### config.mk
export PLATFORM = sky130hd
export DESIGN_NAME = alu_op_ctrl
export DESIGN_NICKNAME = d
export VERILOG_FILES = /design/src/rtl/alu_pkg.sv /design/src/rtl/alu_op_decode.sv /design/src/rtl/alu_op_ctrl.sv
export SDC_FILE = /design/constraint.sdc
export NUM_CORES = 1
export LEC_CHECK = 0
export ABC_AREA = 1
export CELL_PAD_IN_SITES_DETAIL_PLACEMENT = 1
export CELL_PAD_IN_SITES_GLOBAL_PLACEMENT = 1
export CORE_AREA = 3 3 63 65
export CTS_CLUSTER_SIZE = 24
export DETAILED_ROUTE_END_ITERATION = 8
export DIE_AREA = 0 0 66 68
export GPL_TIMING_DRIVEN = 0
export PLACE_DENSITY_LB_ADDON = 0.05
export REMOVE_ABC_BUFFERS = 1
export SLEW_MARGIN = 20
export SYNTH_ARGS = -nofsm -noshare
export SYNTH_HDL_FRONTEND = slang
export SYNTH_SLANG_ARGS = --single-unit
### constraint.sdc
create_clock -name clk -period 1.3 [get_ports clk]
set_input_delay 0.26 -clock clk [delete_from_list [all_inputs] [get_ports clk]]
set_output_delay 0.26 -clock clk [all_outputs]
set_load 0.01 [all_outputs]
### src/rtl/alu_pkg.sv
// Shared definitions for the ALU control slice: opcodes, FSM states,
// unit enable indices and default widths.
package alu_pkg;

  localparam int W_DEF   = 4;
  localparam int OPW_DEF = 3;

  localparam logic [2:0] OP_AND = 3'd0;
  localparam logic [2:0] OP_OR  = 3'd1;
  localparam logic [2:0] OP_XOR = 3'd2;
  localparam logic [2:0] OP_ADD = 3'd3;
  localparam logic [2:0] OP_SUB = 3'd4;

  // Bit positions inside the one-hot enable vector
  localparam int U_AND  = 0;
  localparam int U_OR   = 1;
  localparam int U_XOR  = 2;
  localparam int U_ADD  = 3;
  localparam int U_SUB  = 4;
  localparam int NUNITS = 5;

  typedef enum logic [1:0] {
    IDLE = 2'd0,
    EXEC = 2'd1,
    DONE = 2'd2
  } state_t;

endpackage

### src/rtl/alu_op_decode.sv
// Opcode to one-hot function-unit enable decoder with illegal-opcode flag.
// Purely combinational so it can be shared by wider ALU variants.
module alu_op_decode
  import alu_pkg::*;
#(
  parameter int OPW = OPW_DEF
) (
  input  logic [OPW-1:0]    op,
  output logic [NUNITS-1:0] en,
  output logic              illegal
);

  // Map each legal opcode onto exactly one unit; anything else lights none
  always_comb begin
    en      = '0;
    illegal = 1'b0;
    case (op)
      OPW'(OP_AND): en[U_AND] = 1'b1;
      OPW'(OP_OR):  en[U_OR]  = 1'b1;
      OPW'(OP_XOR): en[U_XOR] = 1'b1;
      OPW'(OP_ADD): en[U_ADD] = 1'b1;
      OPW'(OP_SUB): en[U_SUB] = 1'b1;
      default:      illegal   = 1'b1;
    endcase
  end

endmodule

### src/rtl/alu_op_ctrl.sv
// Control and result stage for the 4-bit ALU function units. Accepts an
// operation, pulses one unit enable for a single cycle, captures the
// OR-combined unit result and holds it until downstream takes it.
module alu_op_ctrl
  import alu_pkg::*;
#(
  parameter int W   = W_DEF,
  parameter int OPW = OPW_DEF
) (
  input  logic           clk,
  input  logic           rst,
  input  logic           in_valid,
  output logic           in_ready,
  input  logic [OPW-1:0] Op,
  input  logic [W-1:0]   Ain,
  input  logic [W-1:0]   Bin,
  output logic [W-1:0]   A_out,
  output logic [W-1:0]   B_out,
  output logic           E_AND,
  output logic           E_OR,
  output logic           E_XOR,
  output logic           E_ADD,
  output logic           E_SUB,
  input  logic [W-1:0]   Y_in,
  input  logic           C_in,
  output logic           out_valid,
  input  logic           out_ready,
  output logic [W-1:0]   Y,
  output logic           C,
  output logic           Z,
  output logic           ERR
);

  state_t             state, state_nxt;
  logic [NUNITS-1:0]  dec_en;
  logic               dec_ill;
  logic [NUNITS-1:0]  en_p0;
  logic               ill_p0;
  logic               arith_p0;
  logic               accept;

  // Decode the incoming opcode so the enable can be registered at accept
  alu_op_decode #(.OPW(OPW)) u_decode (
    .op      (Op),
    .en      (dec_en),
    .illegal (dec_ill)
  );

  assign accept    = (state == IDLE) && in_valid;
  assign in_ready  = (state == IDLE);
  assign out_valid = (state == DONE);

  assign E_AND = en_p0[U_AND];
  assign E_OR  = en_p0[U_OR];
  assign E_XOR = en_p0[U_XOR];
  assign E_ADD = en_p0[U_ADD];
  assign E_SUB = en_p0[U_SUB];

  // State register; reset aborts any operation in flight
  always_ff @(posedge clk) begin
    if (rst) state <= IDLE;
    else     state <= state_nxt;
  end

  // Next-state logic: EXEC always lasts one cycle, DONE waits for out_ready
  always_comb begin
    state_nxt = state;
    case (state)
      IDLE:    if (in_valid)  state_nxt = EXEC;
      EXEC:                   state_nxt = DONE;
      DONE:    if (out_ready) state_nxt = IDLE;
      default:                state_nxt = IDLE;
    endcase
  end

  // Operand/enable capture at accept, result capture at the end of EXEC.
  // The enable register is loaded at accept and cleared after EXEC, so the
  // pulse is exactly one cycle regardless of downstream backpressure.
  always_ff @(posedge clk) begin
    if (rst) begin
      A_out    <= '0;
      B_out    <= '0;
      en_p0    <= '0;
      ill_p0   <= 1'b0;
      arith_p0 <= 1'b0;
      Y        <= '0;
      C        <= 1'b0;
      Z        <= 1'b0;
      ERR      <= 1'b0;
    end else begin
      if (accept) begin
        A_out    <= Ain;
        B_out    <= Bin;
        en_p0    <= dec_en;
        ill_p0   <= dec_ill;
        arith_p0 <= dec_en[U_ADD] | dec_en[U_SUB];
      end
      if (state == EXEC) begin
        en_p0 <= '0;
        if (ill_p0) begin
          Y   <= '0;
          C   <= 1'b0;
          Z   <= 1'b1;
          ERR <= 1'b1;
        end else begin
          Y   <= Y_in;
          C   <= arith_p0 & C_in;
          Z   <= (Y_in == '0);
          ERR <= 1'b0;
        end
      end
    end
  end

endmodule

==> flow_metrics.tcl, run 1 <==
set metrics [dict create \
    grt_pass1_vias 915 \
    vdd_drop_max_mv 0.409 \
    first_pass_iters 4 \
    synth_commonest_cells "dfxtp_1 (24), nand2_1 (24), nor2_1 (23)" \
    hold_path.class "reg -> reg" \
    yosys_warnings 0 \
    wire_per_inst_microns 11.2 \
    worst_pin_slew_ns 0.320 \
    timing.final.crit_share 0.941 \
    hpwl_microns 1860 \
    max_clock_freq_ghz 0.817 \
    grtUsageMet2 0.194 \
    min_path_cells 2 \
    max_cap_viol_count 0 \
    layout-drive-gt1-share 0.149 \
    synth_edf_count 0 \
    dp_cells 209 \
    ys_seq_area_frac 0.499 \
    critPathMaxFanout 3 \
    cts.sinks 24 \
    dr.first_iter.drc_count 25 \
    met1_usage 0.134 \
    syn_inst 125 \
    async_flop_share 0 \
    regToRegSetupSlack_ns 0.14 \
    numCtsBuffers 3 \
    leakagePower_nw 0.677 \
    final.setup.tns_ns 0 \
    worstSetupStartpointType "register" \
    wl_microns 2400 \
    crit_arrival_ns 0.96 \
    timing.hold.ws_ns 0.466 \
    vias 925 \
    cp.required_ns 1.04 \
    critPathBufInv 2 \
    synth-seq-cells 24 \
    min_to "Y[2]" \
    grt_pass1_wl_microns 3920 \
    yosys.cell_types.count 17 \
    nets 189 \
    r2r_end "B_out[0]" \
    rsz0062_at_grt "no" \
    cpPeakStageDelay_ns 0.39 \
    top_usage_layer "met2" \
    die_h_microns 68 \
    core-area_sq_um 3390 \
    drv_slew 0 \
    use_met3 0.0279 \
    yosysTopAreaCellShare 0.499 \
    netlist_area_sq_um 962 \
    crit_path_cell_trace "inv_2 -> nor2_4 -> buf_6" \
    die_area_sq_um 4490 \
    htree_levels 1 \
    overflow 0 \
    rr_worst_depth 5 \
    grt_start_max_net_pins 15 \
    antenna_found_initial 0 \
    synthToLayoutAreaGrowth_pct 50.6 \
    cts_buffer_depth 2 \
    cts_hold_buf 0 \
    grt_usage 0.113 \
    yosys.area.top_type "dfxtp_1" \
    setup_violations 0 \
    io_pins 42 \
    gp_congestion 0.735 \
    diodes 0 \
    finalClockSkew_ns 0.00732 \
    hold_viol 0 \
    postRouteAntennaNets 0 \
    stdcell_count 214 \
    clock_latency_ns 0.31 \
    initial_core_util 0.284 \
    tritoncts "built" \
    final_cell_area_sq_um 1450 \
    cp_slowest_cell "dfxtp_4" \
    via_per_inst 4.32 \
    p_per_area_nw_per_um2 1120 \
    drc 0 \
    die_w_microns 66 \
    syn_avg_cell_area_sq_um 7.70 \
    status "finished, final reports clean" \
    reg2reg_from "state[0]" \
    rows 21 \
    fin_crit_ns 1.22 \
    portBuffers 41 \
    synth_flop_cell "dfxtp_1" \
    cts.clk_slew.worst_paths_ns 0.14 \
    slew_headroom 0.786 \
    crit_family "flip-flops" \
    place_area_sq_um 1400 \
    timing_worst_setup_path_type "reg -> out" \
    synth_area_leaders "dfxtp_1 (50%), nand2_1 (9.4%), nor2_1 (9.0%), o21ai_1 (5.7%), inv_1 (4.3%)" \
    hold_start "Y[2]" \
    root_buffer "clkbuf_4" \
    end_kind "output port" \
]
==> cells by family (layout without fill, tap and decap cells) <==
logic type,count (synthesis),after routing,synth area share
buf+inv,19,62,0.0910
compound gates,22,22,0.130
flops,24,24,0.499
simple gates,60,60,0.280
==> layout by cell type, fill, tap and decap left out <==
| cell | count |
|---|---|
| dfxtp_1 | 22 |
| nand2_1 | 24 |
| a21oi_1 | 2 |
| nand4_1 | 4 |
| nand3_1 | 2 |
| buf_4 | 1 |
| buf_6 | 1 |
| nor3_1 | 1 |
| buf_2 | 1 |
| bufinv_16 | 1 |
| clkdlybuf4s50_1 | 19 |
| nand2_2 | 2 |
| o21ai_1 | 11 |
| nor2_1 | 22 |
| inv_1 | 11 |
| nor2_4 | 4 |
| dlygate4sd2_1 | 20 |
| clkbuf_4 | 3 |
| nor2_2 | 1 |
| dfxtp_4 | 2 |
| o21ai_0 | 5 |
| inv_2 | 5 |
| a21oi_2 | 4 |
==> stage by stage <==
stage                     setup WS, ns  utilization  power, mW
after floorplan                  0.332            -      0.959
after global placement          -0.247        0.414       1.13
after detailed placement        -0.246        0.414       1.14
after CTS                       0.0141        0.423       1.66
after global routing           0.00126        0.427       1.73
final                           0.0765        0.427       1.63
==> state kept, by name (all words and copies together) (netlist names) <==
register / cells
arith_p0: 1
state: 2
en_p0: 5
A_out: 4
Z: 1
C: 1
ill_p0: 1
Y: 4
B_out: 4
ERR: 1
==> how the worst max path moves through the flow <==
stage	startpoint	end	slack [ns]	cells after the start
finish	state[1]	out_valid	0.08	3
global route	C	C	0.001	1
CTS	state[1]	out_valid	0.01	3
detailed placement	in_valid	en_p0[2]	-0.25	6
global placement	in_valid	en_p0[2]	-0.25	6
floorplan	state[1]	A_out[2]	0.33	4
==> final cells by class <==
| cell class | count | area, sq um |
|---|---|---|
| fillers | 421 | 1940 |
| multi-input cells | 82 | 402 |
| well taps | 46 | 57.6 |
| clock buffers | 3 | 22.5 |
| flip-flops and latches | 24 | 488 |
| repair buffers | 42 | 389 |
| inverters | 16 | 60.1 |
| clock inverters | 1 | 30.0 |
==> report_power, final <==
part           switching [mW]  leakage [nW]  internal [mW]
clock                   0.223        0.0279          0.312
sequential             0.0250         0.198          0.779
combinational           0.149         0.451          0.140
==> worst register-to-register path, stage by stage, from the launching register on <==
cell and delay [ns]:
dfxtp_4 0.40, nor2_4 0.11, buf_4 0.13, nand2_2 0.16, o21ai_0 0.21, nor2_1 0.06
==> per-layer routing <==
layer	part of all wire	vias to the layer above
met1	0.45	416
met3	0.069	2
met5	0	-
met4	0.011	0
met2	0.47	24
li1	-	483
==> what timing repair did <==
item                       4_1_cts  5_1_grt
setup endpoints to repair       22        1
pin swaps                        1        0
gates resized for setup         32        3
setup buffers                    1        0
(Power assumes the default switching activity.)
==> run 2, diff against run 1 <==
Settings changed: MAX_ROUTING_LAYER set to met4.
==> run 2 against run 1 <==
Against the previous run: cell count unchanged; highest routed layer unchanged; largest cell class unchanged; power about the same; first-iteration DRC count increased by 8.0%; sequential share of layout area unchanged; critical endpoint unchanged; combinational power about the same; wire length decreased by 0.13%.
==> flow_metrics.tcl, run 2 (same netlist as run 1, synthesis figures left out) <==
set metrics [dict create \
    vias 925 \
    dr.max_layer_used "met4" \
    die_h_microns 68 \
    fin_crit_ns 1.22 \
    setup_violations 0 \
    timing.final.crit_share 0.941 \
    wl_met3_microns 164 \
    timing_worst_setup_path_type "reg -> out" \
    postLayoutCoreUtil 0.427 \
    status "finished, final reports clean" \
    root_buffer "clkbuf_4" \
    diodes 0 \
    post-place-ws_ns -0.246 \
    regToRegSetupSlack_ns 0.14 \
    grt_pass1_wl_microns 3920 \
    first_pass_iters 4 \
    hold_viol 0 \
    seqCellArea_sq_um 488 \
    cp.required_ns 1.04 \
    cts.clk_slew.worst_paths_ns 0.14 \
    portBuffers 41 \
    numCtsBuffers 3 \
    initial_core_util 0.284 \
    io_pins 42 \
    cts_hold_buf 0 \
    multiInputGateArea_sq_um 402 \
    top_register "en_p0" \
    nets 189 \
    critPathMaxFanout 3 \
    final.setup.tns_ns 0 \
    core-area_sq_um 3390 \
    largest_reg_flops 5 \
    wl_met1_microns 1070 \
    drv_slew 0 \
    worst_pin_slew_ns 0.322 \
    dr_wl_met2_microns 1130 \
    leakagePower_nw 0.677 \
    postRouteAntennaNets 0 \
    antenna_found_initial 0 \
    final_common_cell "nand2_1" \
    place_area_sq_um 1400 \
    overflow 0 \
    layout-drive-gt1-share 0.149 \
    finalClockSkew_ns 0.00735 \
    gp_congestion 0.744 \
    crit_arrival_ns 0.96 \
    hpwl_microns 1860 \
    cts_buffer_depth 2 \
    clock_latency_ns 0.31 \
    dr.first_iter.drc_count 27 \
    wire_per_inst_microns 11.2 \
    slew_headroom 0.785 \
    grt_start_max_net_pins 15 \
    fin_ws_ns 0.0764 \
    grt_usage 0.117 \
    synthToLayoutAreaGrowth_pct 50.6 \
    hold_path.class "reg -> reg" \
    max_cap_viol_count 0 \
    tritoncts "built" \
    p_per_area_nw_per_um2 1120 \
    htree_levels 1 \
    drc 0 \
    wl_microns 2390 \
    final_cell_area_sq_um 1450 \
    worstSetupStartpointType "register" \
    vdd_drop_max_mv 0.409 \
    rows 21 \
    max_clock_freq_ghz 0.817 \
    final_cell_mix "nand2_1 (24), dfxtp_1 (22), nor2_1 (22)" \
    die_area_sq_um 4490 \
    rr_worst_depth 5 \
    end_kind "output port" \
    cts.sinks 24 \
    num-fill-cells 421 \
    die_w_microns 66 \
    grt_pass1_vias 915 \
    min_path_cells 2 \
    via_per_inst 4.32 \
    rsz0062_at_grt "no" \
]
## run 2: cell counts in the layout (fill, tap and decap cells not counted)
No cell type changed its count.
## run 2: cell type report
cell class              instances  area share
flip-flops and latches         24       0.337
multi-input cells              82       0.277
repair buffers                 42       0.269
inverters                      16      0.0415
well taps                      46      0.0397
clock inverters                 1      0.0207
clock buffers                   3      0.0155
## run 2: worst paths after layout
| kind | startpoint | endpoint |
|---|---|---|
| min | Y[2] | Y[2] |
| max | state[1] | out_valid |
| min reg2reg | Y[2] | Y[2] |
| max reg2reg | state[0] | B_out[0] |
## run 2: metal layers
metal	global-route usage	vias to the layer above
met1	0.134	416
met4	0.0533	0
met2	0.194	24
met3	0.0279	2
met5	-	-
li1	-	483
## run 2: repair_timing
item / in CTS / in global routing
resized for setup: 32 / 3
setup buffers: 1 / 0
endpoints found under the setup margin: 22 / 1
pin swaps: 1 / 0
gates cloned: 0 / 0
## run 2: worst max-delay path, stage by stage (launching register included)
cell	delay (ns)
dfxtp_4	0.39
inv_2	0.06
nor2_4	0.09
buf_6	0.11
## run 2: through the flow
stage | hold slack (ns) | instances | total power [mW]
after floorplan | 0.329 | 122 | 0.959
after global placement | 0.447 | 209 | 1.13
after detailed placement | 0.453 | 209 | 1.14
after CTS | 0.470 | 214 | 1.66
after global routing | 0.494 | 214 | 1.73
final | 0.466 | 214 | 1.63
## run 2: power by group
group	total (mW)	leakage [nW]	internal (mW)	switching (mW)
registers	0.804	0.198	0.779	0.0250
clock network	0.535	0.0279	0.312	0.224
logic	0.289	0.451	0.140	0.149
total	1.63	0.677	1.23	0.398
==> run 3, diff against run 2 <==
Settings changed: ABC_AREA 1 to unset, CORE_AREA 3 3 63 65 to 3 3 61 63, CTS_CLUSTER_SIZE 24 to unset, DIE_AREA 0 0 66 68 to 0 0 64 66.
==> run 3 against run 2 <==
Against the previous run: the flow now finishes with violations (negative setup slack); maximum frequency decreased by 16%; die area down 5.9%; cell area is 4.2% higher; cell count decreased by 4.7%; synthesized cell count fell by 12%; critical path depth did not move; synthesized area is 5.5% lower; clock skew is 0.0050 ns lower; highest routed layer unchanged.
==> flow_metrics.tcl, run 3 <==
set metrics [dict create \
    die_h_microns 66 \
    drc 0 \
    largest_reg_flops 5 \
    clock_latency_ns 0.31 \
    portBuffers 41 \
    crit_arrival_ns 1.70 \
    root_buffer "clkbuf_4" \
    drv_slew 0 \
    cts.sinks 24 \
    grt_pass1_wl_microns 4400 \
    grt_start_max_net_pins 21 \
    leakagePower_nw 0.640 \
    io_pins 42 \
    wire_per_inst_microns 13.6 \
    synth_edf_count 0 \
    htree_levels 1 \
    p_total_mw 1.49 \
    crit_family "simple AND/OR/NAND/NOR gates" \
    initial_core_util 0.277 \
    p_comb_frac 0.209 \
    slew_headroom 0.481 \
    top_register "en_p0" \
    worst_pin_slew_ns 0.779 \
    fin_ws_ns -0.151 \
    hold_path.class "reg -> reg" \
    p_sw_uw 380 \
    synthToLayoutAreaGrowth_pct 66.0 \
    place_area_sq_um 1360 \
    p_per_area_nw_per_um2 987 \
    max_clock_freq_ghz 0.689 \
    final_common_cell "nand2_1" \
    postLayoutCoreUtil 0.460 \
    rsz0062_at_grt "yes" \
    worstSetupStartpointType "register" \
    overflow 0 \
    post-place-ws_ns -0.904 \
    final_cell_mix "nand2_1 (30), dfxtp_1 (22), dlygate4sd2_1 (22)" \
    numCtsBuffers 3 \
    nets 179 \
    synth-seq-cells 24 \
    clock_power_share 0.260 \
    crit_path_cell_trace "or3b_4 -> or4b_1 -> a21oi_1" \
    p_int_mw 1.11 \
    die_area_sq_um 4220 \
    rows 21 \
    postRouteAntennaNets 0 \
    layout-drive-gt1-share 0.165 \
    yosys.cell_types.count 19 \
    vias 934 \
    hpwl_microns 1890 \
    ys_seq_area_frac 0.528 \
    antenna_found_initial 0 \
    async_flop_share 0 \
    end_kind "register" \
    status "finished with violations" \
    max_cap_viol_count 0 \
    syn_avg_cell_area_sq_um 8.27 \
    syn_inst 110 \
    cts_hold_buf 0 \
    violations "negative setup slack" \
    p_seq_frac 0.531 \
    setup_violations 15 \
    critPathBufInv 0 \
    p_sw_frac 0.255 \
    via_per_inst 4.58 \
    diodes 0 \
    synth.most_common_cell "nand2_1" \
    first_pass_iters 2 \
    cpPeakStageDelay_ns 0.47 \
    timing.final.crit_share 1.12 \
    die_w_microns 64 \
    grt_pass1_vias 1012 \
    cts_buffer_depth 2 \
    cp.required_ns 1.55 \
    synth_flop_cell "dfxtp_1" \
    tritoncts "built" \
    dr.first_iter.drc_count 42 \
    wl_microns 2770 \
    vdd_drop_max_mv 0.444 \
    gp_congestion 0.694 \
    grt_usage 0.139 \
    critPathMaxFanout 3 \
    stdcell_count 204 \
    synth_area_leaders "dfxtp_1 (53%), nand2_1 (12%), a21oi_1 (12%), nand3b_1 (5.0%), clkbuf_1 (2.5%)" \
    synth_commonest_cells "nand2_1 (30), dfxtp_1 (24), a21oi_1 (21)" \
    cts.clk_slew.worst_paths_ns 0.13 \
    cp_slowest_cell "or4b_1" \
    finalClockSkew_ns 0.00238 \
    netlist_area_sq_um 910 \
    final.setup.tns_ns -0.894 \
    fin_crit_ns 1.45 \
    timing.hold.ws_ns 0.455 \
    yosys_warnings 0 \
    timing_worst_setup_path_type "reg -> reg" \
    yosysTopAreaCellShare 0.528 \
    final_cell_area_sq_um 1510 \
    dp_cells 191 \
    hold_viol 0 \
    core-area_sq_um 3280 \
    yosys.area.top_type "dfxtp_1" \
]
-- run 3: per-layer routing --
metal / up-vias / share of wire / GRT usage
li1: 465 / - / -
met1: 441 / 0.38 / 0.133
met2: 26 / 0.55 / 0.265
met3: 2 / 0.061 / 0.0374
met4: 0 / 0.0040 / 0.0512
met5: - / 0 / -
-- run 3: kinds of logic (layout without fill, tap and decap cells) --
| kind of cell | Yosys count | count (layout) | share of synthesized area |
|---|---|---|---|
| simple gates | 57 | 57 | 0.318 |
| flops | 24 | 24 | 0.528 |
| compound gates | 22 | 22 | 0.124 |
| buf+inv | 7 | 55 | 0.0303 |
-- run 3: worst min-delay path: stages (launching register included) --
cell,delay [ns]
dfxtp_1,0.33
nand2_1,0.05
a21oi_1,0.05
-- run 3: cell type report --
cell class / count / area [sq um]
well taps: 46 / 57.6
repair buffers: 51 / 477
fillers: 407 / 1770
flip-flops and latches: 24 / 488
clock buffers: 4 / 36.3
multi-input cells: 79 / 452
-- run 3: path summary, 6_finish.rpt --
kind                            startpoint  depth (start not counted)  slack, ns       end
worst max-delay path              state[1]                          3      -0.15  en_p0[1]
worst min-delay path                  Y[1]                          2       0.45      Y[1]
worst max register to register    state[1]                          3      -0.15  en_p0[1]
worst min register to register        Y[1]                          2       0.45      Y[1]
-- run 3: what timing repair did --
action | CTS | global route
buffers inserted | 7 | 2
pin swaps | 7 | 3
setup endpoints to repair | 37 | 7
resized for setup | 46 | 6
-- run 3: power by group through the flow --
stage / registers [mW] / clock network [mW] / logic (mW)
2_1_floorplan: 0.822 / 0 / 0.0860
3_3_place_gp: 0.810 / 0 / 0.256
3_5_place_dp: 0.813 / 0 / 0.267
4_1_cts: 0.792 / 0.413 / 0.290
5_1_grt: 0.797 / 0.441 / 0.340
6_report: 0.791 / 0.388 / 0.311
